<file path="src/rtl/rng_arbiter.sv">
// rng_arbiter: one 8-bit LFSR shared round-robin among N_REQ requesters.
// Each requester gets a value in [0, req_max] by mask-and-reject sampling,
// with a deterministic fold-down fallback after MAX_TRIES rejections.
//
//   state | meaning
//   IDLE  | no owner; pick the next requester from rr_ptr with wrap
//   DRAW  | one masked sample per cycle until accept, fallback or abort
//   RESP  | one-cycle rsp_valid pulse to the owner, then back to IDLE

module rng_arbiter #(
    parameter int         N_REQ     = 4,
    parameter logic [7:0] SEED      = 8'hA5,
    parameter int         MAX_TRIES = 4
) (
    input  logic               clk,
    input  logic               rst_n,
    input  logic               reseed,
    input  logic [N_REQ-1:0]   req,
    input  logic [8*N_REQ-1:0] req_max,
    output logic [N_REQ-1:0]   gnt,
    output logic [N_REQ-1:0]   rsp_valid,
    output logic [7:0]         rsp_data,
    output logic               busy
);

    localparam int IW = (N_REQ > 1) ? $clog2(N_REQ) : 1;
    localparam int TW = $clog2(MAX_TRIES + 1);
    // An all-zero LFSR would lock up, so a zero seed is nudged to 1.
    localparam logic [7:0] SEED_EFF = (SEED == 8'h00) ? 8'h01 : SEED;

    typedef enum logic [1:0] {
        IDLE = 2'd0,
        DRAW = 2'd1,
        RESP = 2'd2
    } state_t;

    state_t          state;
    logic [7:0]      lfsr;
    logic [IW-1:0]   rr_ptr;
    logic [IW-1:0]   owner;
    logic [7:0]      max_q;
    logic [TW-1:0]   tries;

    logic            pick_found;
    logic [IW-1:0]   pick_idx;
    logic [7:0]      pick_max;

    logic [7:0]      smear1;
    logic [7:0]      smear2;
    logic [7:0]      mask;
    logic [7:0]      sample;
    logic [7:0]      folded;
    logic            last_try;

    // Round-robin search: first set req bit at or after rr_ptr, wrapping.
    always_comb begin
        int j;
        j          = 0;
        pick_found = 1'b0;
        pick_idx   = '0;
        pick_max   = 8'h00;
        for (int k = 0; k < N_REQ; k++) begin
            j = int'(rr_ptr) + k;
            if (j >= N_REQ) begin
                j = j - N_REQ;
            end
            if (!pick_found && req[j]) begin
                pick_found = 1'b1;
                pick_idx   = IW'(j);
                pick_max   = req_max[8*j +: 8];
            end
        end
    end

    // Bit-smear of the latched bound gives the tightest all-ones mask;
    // a rejected sample is at most 2*max+1, so subtracting max+1 folds it
    // back into range without a second draw.
    always_comb begin
        smear1   = max_q | (max_q >> 1);
        smear2   = smear1 | (smear1 >> 2);
        mask     = smear2 | (smear2 >> 4);
        sample   = lfsr & mask;
        folded   = sample - max_q - 8'd1;
        last_try = ((int'(tries) + 1) == MAX_TRIES);
    end

    assign busy = (state != IDLE);

    // Free-running LFSR; reseed reloads the seed and wins over the advance.
    always_ff @(posedge clk or negedge rst_n) begin
        if (!rst_n) begin
            lfsr <= SEED_EFF;
        end else if (reseed) begin
            lfsr <= SEED_EFF;
        end else begin
            lfsr <= {lfsr[6:0], lfsr[7] ^ lfsr[5] ^ lfsr[4] ^ lfsr[3]};
        end
    end

    // Arbitration and draw sequencing with registered grant/response outputs.
    always_ff @(posedge clk or negedge rst_n) begin
        if (!rst_n) begin
            state     <= IDLE;
            rr_ptr    <= '0;
            owner     <= '0;
            max_q     <= 8'h00;
            tries     <= '0;
            gnt       <= '0;
            rsp_valid <= '0;
            rsp_data  <= 8'h00;
        end else begin
            rsp_valid <= '0;
            case (state)
                IDLE: begin
                    if (pick_found) begin
                        owner           <= pick_idx;
                        max_q           <= pick_max;
                        tries           <= '0;
                        gnt             <= '0;
                        gnt[pick_idx]   <= 1'b1;
                        state           <= DRAW;
                    end
                end
                DRAW: begin
                    if (!req[owner]) begin
                        gnt   <= '0;
                        state <= IDLE;
                    end else if (sample <= max_q) begin
                        rsp_data         <= sample;
                        rsp_valid[owner] <= 1'b1;
                        state            <= RESP;
                    end else if (last_try) begin
                        rsp_data         <= folded;
                        rsp_valid[owner] <= 1'b1;
                        state            <= RESP;
                    end else begin
                        tries <= tries + 1'b1;
                    end
                end
                RESP: begin
                    gnt <= '0;
                    if (int'(owner) == N_REQ - 1) begin
                        rr_ptr <= '0;
                    end else begin
                        rr_ptr <= owner + 1'b1;
                    end
                    state <= IDLE;
                end
                default: begin
                    gnt   <= '0;
                    state <= IDLE;
                end
            endcase
        end
    end

endmodule

</file>
<file path="config.mk">
export PLATFORM = sky130hd
export DESIGN_NAME = rng_arbiter
export DESIGN_NICKNAME = d
export VERILOG_FILES = /design/src/rtl/rng_arbiter.sv
export SDC_FILE = /design/constraint.sdc
export NUM_CORES = 1
export LEC_CHECK = 0
export BUFFER_PORTS_ARGS = -buffer_cell sky130_fd_sc_hd__buf_2
export CELL_PAD_IN_SITES_DETAIL_PLACEMENT = 1
export CELL_PAD_IN_SITES_GLOBAL_PLACEMENT = 1
export CORE_ASPECT_RATIO = 0.6
export CORE_MARGIN = 10
export CORE_UTILIZATION = 25
export CTS_CLUSTER_SIZE = 14
export DETAILED_ROUTE_END_ITERATION = 6
export GPL_TIMING_DRIVEN = 1
export HOLD_SLACK_MARGIN = 0.03
export PLACE_DENSITY = 0.61
export SYNTH_ARGS = -nofsm -noshare
export SYNTH_HDL_FRONTEND = slang
export SYNTH_SLANG_ARGS = --single-unit
</file>
<file path="constraint.sdc">
create_clock -name clk -period 3.6 [get_ports clk]
set_input_delay 0.36 -clock clk [delete_from_list [all_inputs] [get_ports clk]]
set_output_delay 0.36 -clock clk [all_outputs]
set_load 0.05 [all_outputs]
</file>
==> run_results.csv <==
group,metric,value,unit
power,switching_power,1991,uW
yosys,synth_warnings,0,
sta,final.setup_skew,0.007085,ns
global_route,grt_max_degree,42,
global_route,grt_util_all_layers,11.34,%
power,power_frac_clock,12.7,%
floorplan,start_util,25.99,%
cells_and_area,multi_input_area,2018,um2
critical_path,rr_startpoint,"max_q[7]",
yosys,yosys_top_cell_area_share,28.97,%
cells_and_area,drive_above_1_share,26.78,%
cells_and_area,nFillCells,1457,
floorplan,ioPinCount,56,
critical_path,reg2reg_setup_slack,0.31,ns
yosys,synthesis.area_per_instance,9.002,um2
detailed_routing,number_of_drc_violations_after_detailed_routing_iteration_0,125,
clock_network,htreeDepth,2,
power,netSwitchingFraction,51.40,%
detailed_routing,routed_via_density,4.991,
job,max_cap_viol_count,0,
clock_network,clk_pin_slew_worst_paths,0.06,ns
yosys,syn-cell-area,3196,um2
cells_and_area,design.final.nets,462,
critical_path,worst-endpoint-arrival,3.47,ns
sta,slew_violations,0,
clock_network,clk-insertion-delay-late,0.29,ns
sta,actual_transition_at_the_worst_max_transition_pin,0.9521,ns
yosys,ys.flop_type,"dfrtp_1",
global_route,remaining_global_route_overflow,0,
sta,worst_slew_margin_relative_to_its_limit,36.52,%
sta,hold_viol,0,
yosys,synthesis.instances,355,
global_route,antenna_found_initial,0,
critical_path,worst_r2r_path_depth,10,
clock_network,cts_hold_buffers,0,
cells_and_area,area_grow_syn2layout,19.34,%
clock_network,ctsLongestPathBuffers,2,
floorplan,std_cell_rows,31,
floorplan,fp.dieH,107.6,um
yosys,ys_seq_area_share,32.26,%
critical_path,critical_path_required,3.78,ns
floorplan,die_w,166.0,um
sta,fmax,0.3040,GHz
sta,post-route-period-util,91.37,%
critical_path,worst_setup_ep_type,"flip-flop",
clock_network,clock-root-buffer,"clkbuf_16",
detailed_routing,postRouteAntennaNets,0,
power,comb_power_share,67.6,%
critical_path,worst-setup-path-type,"flip-flop to flip-flop",
detailed_routing,drc_errors,0,
sta,report.final.setup_viol,0,
cells_and_area,antenna_cells,0,
clock_network,number_of_clock_buffers_inserted_by_tritoncts,5,
global_route,via_count_of_the_first_global_routing_pass,3017,
yosys,postSynthNetCount,411,
placed_design,gp_congestion,0.8637,
placed_design,portBuffers,55,
placed_design,placed_cells,564,
critical_path,regToRegEndpoint,"rsp_data[2]",
yosys,synthDistinctLibCells,47,
critical_path,cp-endpoint,"rsp_data[2]",
clock_network,cts.sink_count,41,
sta,grt_setup_unrepaired,"false",
cells_and_area,fin_util,31.02,%
sta,layout_min_cycle_time,3.289,ns
critical_path,critical_path.startpoint_type,"flip-flop",
clock_network,cts_tree,"done",
floorplan,die-area,17850,um2
power,leakage_power,0.001695,uW
cells_and_area,final-seq-area,1032,um2
cells_and_area,mostFrequentLayoutCell,"buf_2",
power,p_seq_share,19.7,%
detailed_routing,route.detailed.wl_per_inst,17.27,um
sta,setup-tns-final,0,ns
critical_path,critical_path.max_fanout,20,
power,vdd_drop_max,0.2432,mV
critical_path,crit_path_start,"max_q[7]",
global_route,grt_first_pass_wirelength,16.62,mm
yosys,synth_largest_area_cell,"dfrtp_1",
power,p_int,1883,uW
clock_network,post_cts_setup_buffers,0,
min_path,min-delay-path-class,"input port to asynchronous set/reset pin",
placed_design,dp.final_hpwl,8.101,mm
detailed_routing,wl,9.878,mm
detailed_routing,dr_total_vias,2855,
yosys,synth.ff_latch_count,41,
detailed_routing,detailed_routing_iteration_count_for_the_pre_antenna_repair_pass,4,
status,outcome,"finished, final reports clean",
yosys,top_area_cells_in_the_synthesized_netlist,"dfrtp_1, mux2i_1, mux2_2",
cells_and_area,layout.cells.most_common_list,"buf_2, nor2_1, a21oi_1",
floorplan,placeableCoreArea,12300,um2
power,p_per_area,1016,nW/um2
cells_and_area,final_cells,572,
yosys,synth_async_sr_flop_share,100.0,%
yosys,synth-edff-count,0,
-- cells in the mapped netlist, drive strengths merged, types with 2 or more instances --
master   n
nor2    39
a21oi   37
dfrtp   37
mux2i   25
mux2    21
nand2   21
o21ai   21
inv     19
ha      16
clkbuf   9
nor2b    9
o221ai   9
o22ai    9
a22oi    8
buf      8
and2     6
or2      6
a211oi   5
mux4     5
xor2     5
a21o     4
dfstp    4
nand2b   4
o21a     3
o21bai   3
o31ai    3
a22o     2
nand3    2
nand4    2
o31a     2
xnor2    2
-- worst max-delay path: stages (launching register included) --
cell	delay [ns]
dfrtp_1	0.43
inv_1	0.11
nand4_1	0.18
or4_1	0.47
and2_1	0.23
ha_1	0.32
nor2b_1	0.15
o21bai_1	0.20
a21o_1	0.17
a21o_1	0.50
mux2_2	0.40
-- through the flow --
stage	setup slack, ns	total power, uW	area, um2	hold slack (ns)
after detailed placement	0.3049	3388	3646	0.4731
after CTS	0.2841	3898	3807	0.2604
after global placement	0.4049	3349	3646	0.4569
after floorplan	0.6766	2705	3196	0.06441
final	0.3105	3874	3814	0.2167
after global routing	0.02098	4259	3814	0.2968
-- how the worst min path moves through the flow --
stage	start	slack [ns]	endpoint	cells after the start
6_report	rst_n	0.22	gnt[3]	1
2_1_floorplan	rst_n	0.06	gnt[0]	0
3_5_place_dp	gnt[3]	0.47	gnt[3]	2
4_1_cts	rst_n	0.26	gnt[3]	1
5_1_grt	rst_n	0.30	gnt[2]	1
3_3_place_gp	gnt[1]	0.46	gnt[1]	2
-- what timing repair did --
action / in CTS / in global routing
setup endpoints to repair: 0 / 5
resized for setup: 0 / 2
endpoints found under the hold margin: 0 / 0
-- layer usage --
metal / part of all wire (%) / vias to the layer above / track usage, %
li1: - / 1390 / -
met1: 53 / 1406 / 16.16
met2: 42 / 54 / 16.71
met3: 5.0 / 5 / 3.392
met4: 0.38 / 0 / 1.574
met5: 0 / - / 0
-- flip-flops by register name, summed over array words and instances, names as in the netlist --
| name | flops |
|---|---|
| lfsr | 8 |
| max_q | 8 |
| rsp_data | 8 |
| gnt | 4 |
| rsp_valid | 4 |
| tries | 3 |
| owner | 2 |
| rr_ptr | 2 |
| state | 2 |
-- cell type report --
type,instances,area share (%)
multi-input cells,277,52.92
flip-flops and latches,41,27.07
repair buffers,61,8.399
clock inverters,1,0.2297
inverters,20,1.969
clock buffers,7,4.003
well taps,165,5.413
-- power by group through the flow --
stage          combinational, uW  sequential (uW)  clock, uW
6_report                    2620              762        493
5_1_grt                     2930              793        535
4_1_cts                     2630              766        504
3_5_place_dp                2620              772          0
3_3_place_gp                2580              768          0
2_1_floorplan               1740              967          0
-- kinds of logic after synthesis --
group | count (synthesis) | synth area share, %
AOI/OAI and AO/OA | 108 | 21.38
buffers and inverters | 37 | 4.777
and+or+nand+nor | 94 | 14.02
adders and majority gates | 17 | 6.891
xor gates and xnor gates | 7 | 1.919
DFF | 41 | 32.26
muxes | 51 | 18.76
(Power assumes the default switching activity.)
